**config.mk**
```make
export PLATFORM = sky130hd
export DESIGN_NAME = shiftr_collect
export DESIGN_NICKNAME = d
export VERILOG_FILES = /design/src/rtl/shiftr_pkg.sv /design/src/rtl/shiftr_collect.sv
export SDC_FILE = /design/constraint.sdc
export NUM_CORES = 1
export LEC_CHECK = 0
export ABC_AREA = 1
export CORE_UTILIZATION = 47
export DETAILED_ROUTE_END_ITERATION = 6
export PLACE_DENSITY_LB_ADDON = 0.05
export SETUP_SLACK_MARGIN = 0.3
export SLEW_MARGIN = 20
export SYNTH_ARGS = -nofsm -noshare
export SYNTH_HDL_FRONTEND = slang
export SYNTH_SLANG_ARGS = --single-unit
```
**constraint.sdc**
```tcl
create_clock -name clk -period 1.9 [get_ports clk]
set_clock_uncertainty 0.15 [all_clocks]
set_input_delay 0.19 -clock clk [delete_from_list [all_inputs] [get_ports clk]]
set_output_delay 0.19 -clock clk [all_outputs]
set_load 0.01 [all_outputs]
```
**src/rtl/shiftr_pkg.sv**
```systemverilog
// Shared definitions for the serial-to-parallel word collector and the
// upstream shifter users: collector state encoding and the default word width.
package shiftr_pkg;

  localparam int SHIFTR_WIDTH = 16;

  typedef enum logic {
    ST_COLLECT = 1'b0,
    ST_PARITY  = 1'b1
  } state_t;

endpackage

```
**src/rtl/shiftr_collect.sv**
```systemverilog
// Serial-to-parallel word collector with a single registered output buffer.
// Bits arrive LSB first, one per din_en cycle. A completed word is loaded into
// o. If o is still held (o_valid && !o_ready), the new word is dropped and the
// sticky overflow flag is set.
// Optional feature: define SHIFTR_COLLECT_PARITY_EN to add an even-parity bit
// after each word. That build also adds the PARITY state and the par_err output.
module shiftr_collect
  import shiftr_pkg::*;
#(
  parameter int WIDTH = SHIFTR_WIDTH
) (
  input  logic             clk,
  input  logic             rst,
  input  logic             din,
  input  logic             din_en,
  input  logic             sof,
  output logic [WIDTH-1:0] o,
  output logic             o_valid,
  input  logic             o_ready,
  output logic             overflow,
  input  logic             clr,
`ifdef SHIFTR_COLLECT_PARITY_EN
  output logic             par_err,
`endif
  output logic             busy
);

  localparam int CW = $clog2(WIDTH);

  state_t           state_q, state_d;
  logic [WIDTH-1:0] sr_q;
  logic [CW-1:0]    cnt_q;
  logic [WIDTH-1:0] sr_shift;
  logic [WIDTH-1:0] word;
  logic             last_bit;
  logic             complete;
  logic             ovf_set;

  assign sr_shift = {din, sr_q[WIDTH-1:1]};
  // A plain data bit that fills the last position. sof restarts the word, so
  // that bit never counts as the last bit.
  assign last_bit = din_en && !sof && (state_q == ST_COLLECT) &&
                    (cnt_q == CW'(WIDTH - 1));
  assign ovf_set  = complete && o_valid && !o_ready;

  // State register
  always_ff @(posedge clk or posedge rst) begin
    if (rst) state_q <= ST_COLLECT;
    else     state_q <= state_d;
  end

  // Next state: sof always returns to COLLECT; the parity build detours
  // through PARITY for one din_en bit after the data bits.
  always_comb begin
    state_d = state_q;
    if (sof) begin
      state_d = ST_COLLECT;
    end else if (last_bit) begin
`ifdef SHIFTR_COLLECT_PARITY_EN
      state_d = ST_PARITY;
`else
      state_d = ST_COLLECT;
`endif
    end else if (din_en && state_q == ST_PARITY) begin
      state_d = ST_COLLECT;
    end
  end

  // Outputs of the FSM: the completion strobe, the completed word and busy
  always_comb begin
`ifdef SHIFTR_COLLECT_PARITY_EN
    complete = din_en && !sof && (state_q == ST_PARITY);
    word     = sr_q;
`else
    complete = last_bit;
    word     = sr_shift;
`endif
    busy = (cnt_q != '0) || (state_q == ST_PARITY);
  end

  // Shift register and bit counter. sof drops any partial word, and a
  // concurrent din becomes bit 0 of the new word.
  always_ff @(posedge clk or posedge rst) begin
    if (rst) begin
      sr_q  <= '0;
      cnt_q <= '0;
    end else if (sof) begin
      sr_q  <= din_en ? {din, {(WIDTH-1){1'b0}}} : '0;
      cnt_q <= din_en ? CW'(1) : '0;
    end else if (din_en && state_q == ST_COLLECT) begin
      sr_q  <= sr_shift;
      cnt_q <= last_bit ? '0 : cnt_q + 1'b1;
    end
  end

  // Single output buffer. A completion that meets a held word is dropped.
  // A completion that meets a transfer replaces the word and keeps o_valid high.
  always_ff @(posedge clk or posedge rst) begin
    if (rst) begin
      o       <= '0;
      o_valid <= 1'b0;
    end else if (complete && (!o_valid || o_ready)) begin
      o       <= word;
      o_valid <= 1'b1;
    end else if (o_valid && o_ready) begin
      o_valid <= 1'b0;
    end
  end

`ifdef SHIFTR_COLLECT_PARITY_EN
  // Parity status travels with the word it describes
  always_ff @(posedge clk or posedge rst) begin
    if (rst)                                   par_err <= 1'b0;
    else if (complete && (!o_valid || o_ready)) par_err <= (^sr_q) ^ din;
  end
`endif

  // Sticky overflow flag. A new drop takes priority over clr.
  always_ff @(posedge clk or posedge rst) begin
    if (rst)          overflow <= 1'b0;
    else if (ovf_set) overflow <= 1'b1;
    else if (clr)     overflow <= 1'b0;
  end

endmodule

```
==> results_dict.tcl <==
set metrics [dict create \
    crit_family "buffers and inverters" \
    design.portCount 26 \
    fin_setup_tns_ns 0 \
    crit-reg2reg-launch "cnt_q[0]" \
    crit_start "o_valid" \
    worst_margin_slew_ns 0.460 \
    grt_setup_unrepaired "false" \
    timing.reg2reg.setup_slack_ns 0.34 \
    yosys_warnings 0 \
    grt_start_max_net_pins 38 \
    diodes 0 \
    place.detailed.hpwl_um 2190 \
    mean_instance_size_in_the_synthesized_netlist_um2 9.81 \
    grt_usage_pct 19.3 \
    crit_slowest_cell "sky130_fd_sc_hd__clkdlybuf4s50_1" \
    path_buf_inv 1 \
    port_buffers 25 \
    synth_nets 169 \
    rows 20 \
    detailedRoute.firstPassIterationCount 4 \
    cp-start-kind "flip-flop" \
    timing.final.crit_period_ns 1.56 \
    cts_hold_buffers 0 \
    worstReg2RegEnd "o[10]" \
    tritoncts "built" \
    gr-total-overflow 0 \
    syn2layout_area_growth_pct 31.2 \
    floorplan_die_area_um2 3570 \
    worst_skew_pair.late_latency_ns 0.33 \
    worstPathRequired_ns 1.56 \
    synth.largest_area_cell "sky130_fd_sc_hd__dfrtp_1" \
    worst_hold_check_path_type "input pin to asynchronous set/reset pin" \
    route.vias.total 1270 \
    fp.dieW_um 59.8 \
    timing.critical_path.arrival_ns 1.22 \
    ff2ff_path_depth 7 \
    yosys.cell_types.count 19 \
    peakVddDrop_mv 0.350 \
    clock_transition_at_path_regs_ns 0.10 \
    run_status "finished, final reports clean" \
    p_leak_nw 1.26 \
    avgRoutedWirePerCell_um 13.4 \
    crit_path_end_kind "primary output" \
    cts_buffer_depth 2 \
    tritoncts_num_sinks 37 \
    routed_wl_um 3230 \
    final_layout_net_count 207 \
    critPathMaxFanout 2 \
    netlist_area_um2 1570 \
    gp_congestion 0.787 \
    grt_pass1_wl_um 4980 \
    initial_utilization_pct 50.6 \
    setup_viol_count_final 0 \
    achievable-frequency_ghz 0.642 \
    crit_cells 1 \
    ys_ff_latch 37 \
    dr.first_iter.drc_count 40 \
    synth_cells 160 \
    crit_end "o_valid" \
    final.period_utilization_pct 82.0 \
    cts-buffers-inserted 5 \
    drive_gt1_share_pct 13.6 \
    post_synth_main_area_contributors "sky130_fd_sc_hd__dfrtp_1 (59%), sky130_fd_sc_hd__nand2_1 (10%), sky130_fd_sc_hd__nand4_1 (6.8%)" \
    floorplan.die.height_um 59.8 \
    cts_max_level 2 \
    clockRootBuffer "sky130_fd_sc_hd__clkbuf_4" \
    core-area_um2 3100 \
    grt_pass1_vias 1134 \
    timing.critical_path.slowest_cell_delay_ns 0.53 \
    via_density_per_instance 5.25 \
    worst_hold_slack_ns 0.106 \
    crit_path_cell_trace "clkdlybuf4s50_1" \
    final_max_slew_viol_count 0 \
    synth.yosys.seq_area_share_pct 59.0 \
    antenna_found_initial 0 \
    maxCapViolations 0 \
    remaining_drc_errors 0 \
    maxSlewHeadroom_pct 69.3 \
    p_per_area_nw_per_um2 634 \
    timing_worst_setup_path_type "flip-flop to primary output" \
    hold_viol 0 \
    drtAntennaViolNets 0 \
    synthDominantCellAreaShare_pct 59.0 \
]
## what timing repair did
action | 4_1_cts | 5_1_grt
hold endpoints to repair | 0 | 0
endpoints found under the setup margin | 2 | 31
pin swaps | 0 | 1
gates resized for setup | 3 | 23
cloned | 0 | 3
buffers inserted | 2 | 1
## cell usage after synthesis, drive strengths merged
| cell | count |
|---|---|
| dfrtp | 37 |
| nand4 | 17 |
| nor2 | 4 |
| o21ai | 6 |
| nand3b | 1 |
| buf | 7 |
| inv | 22 |
| ha | 2 |
| nand3 | 6 |
| o22ai | 13 |
| a21oi | 1 |
| nand2 | 44 |
## metal layers
metal / vias to the layer above / GRT usage [%] / part of all wire [%]
met4: 0 / 8.97 / 1.6
li1: 614 / - / -
met3: 7 / 4.76 / 4.9
met5: - / 0 / 0
met2: 33 / 29.5 / 47
met1: 616 / 25.7 / 46
## flip-flops by register name, summed over array words and instances, names as in the netlist
register  flops
cnt_q         4
sr_q         15
o            16
overflow      1
o_valid       1
## worst min-delay path, cell delays in order
cell and delay [ns]:
sky130_fd_sc_hd__clkdlybuf4s50_1 0.40, sky130_fd_sc_hd__inv_1 0.05, sky130_fd_sc_hd__buf_4 0.39
## kinds of logic (layout without fill, tap and decap cells)
family	count (synthesis)	after routing	share of synthesized area (%)
flip-flops	37	37	59.0
AO/OA/AOI/OAI	20	20	7.42
AND/OR/NAND/NOR	72	74	23.1
adder cells (fa/ha/maj)	2	2	1.59
buffers and inverters	29	65	8.85
## stage by stage
stage          power (mW)  utilization [%]  setup WS [ns]  instance area, um2  instances
4_1_cts              1.31             62.5          0.288                1940        238
2_1_floorplan       0.870                -          0.486                1570        160
6_report             1.30             66.3          0.343                2060        242
3_5_place_dp        0.905             60.3          0.219                1870        229
5_1_grt              1.37             66.3          0.296                2060        242
3_3_place_gp        0.903             60.3          0.270                1870        229
## cell usage in the layout, fill, tap and decap left out, types with 2 or more instances in the layout
| cell | synthesis | final |
|---|---|---|
| sky130_fd_sc_hd__nand3_1 | 5 | 5 |
| sky130_fd_sc_hd__clkbuf_4 | 0 | 5 |
| sky130_fd_sc_hd__nand3_4 | 1 | 2 |
| sky130_fd_sc_hd__nand2_1 | 43 | 43 |
| sky130_fd_sc_hd__nor2_1 | 2 | 2 |
| sky130_fd_sc_hd__clkdlybuf4s50_1 | 0 | 9 |
| sky130_fd_sc_hd__inv_2 | 1 | 2 |
| sky130_fd_sc_hd__o21ai_0 | 6 | 6 |
| sky130_fd_sc_hd__nand4_1 | 17 | 17 |
| sky130_fd_sc_hd__o22ai_1 | 13 | 13 |
| sky130_fd_sc_hd__buf_4 | 1 | 8 |
| sky130_fd_sc_hd__dfrtp_1 | 37 | 37 |
| sky130_fd_sc_hd__inv_1 | 21 | 20 |
| sky130_fd_sc_hd__dlymetal6s2s_1 | 0 | 14 |
## worst min path at each step
stage,endpoint
6_report,o[5]
5_1_grt,cnt_q[0]
4_1_cts,cnt_q[2]
3_5_place_dp,o[4]
3_3_place_gp,o[7]
2_1_floorplan,overflow
## final cells by class
type | instances | area [um2]
multi-input cells | 96 | 549
inverters | 22 | 82.6
fillers | 273 | 1040
flip-flops and latches | 37 | 926
well taps | 44 | 55.1
repair buffers | 36 | 390
clock buffers | 7 | 55.1
## where the power goes
group | switching, mW | internal, mW
registers | 0.00661 | 0.795
logic | 0.0608 | 0.0377
clock network | 0.230 | 0.175
total | 0.297 | 1.01
(Power assumes the default switching activity.)
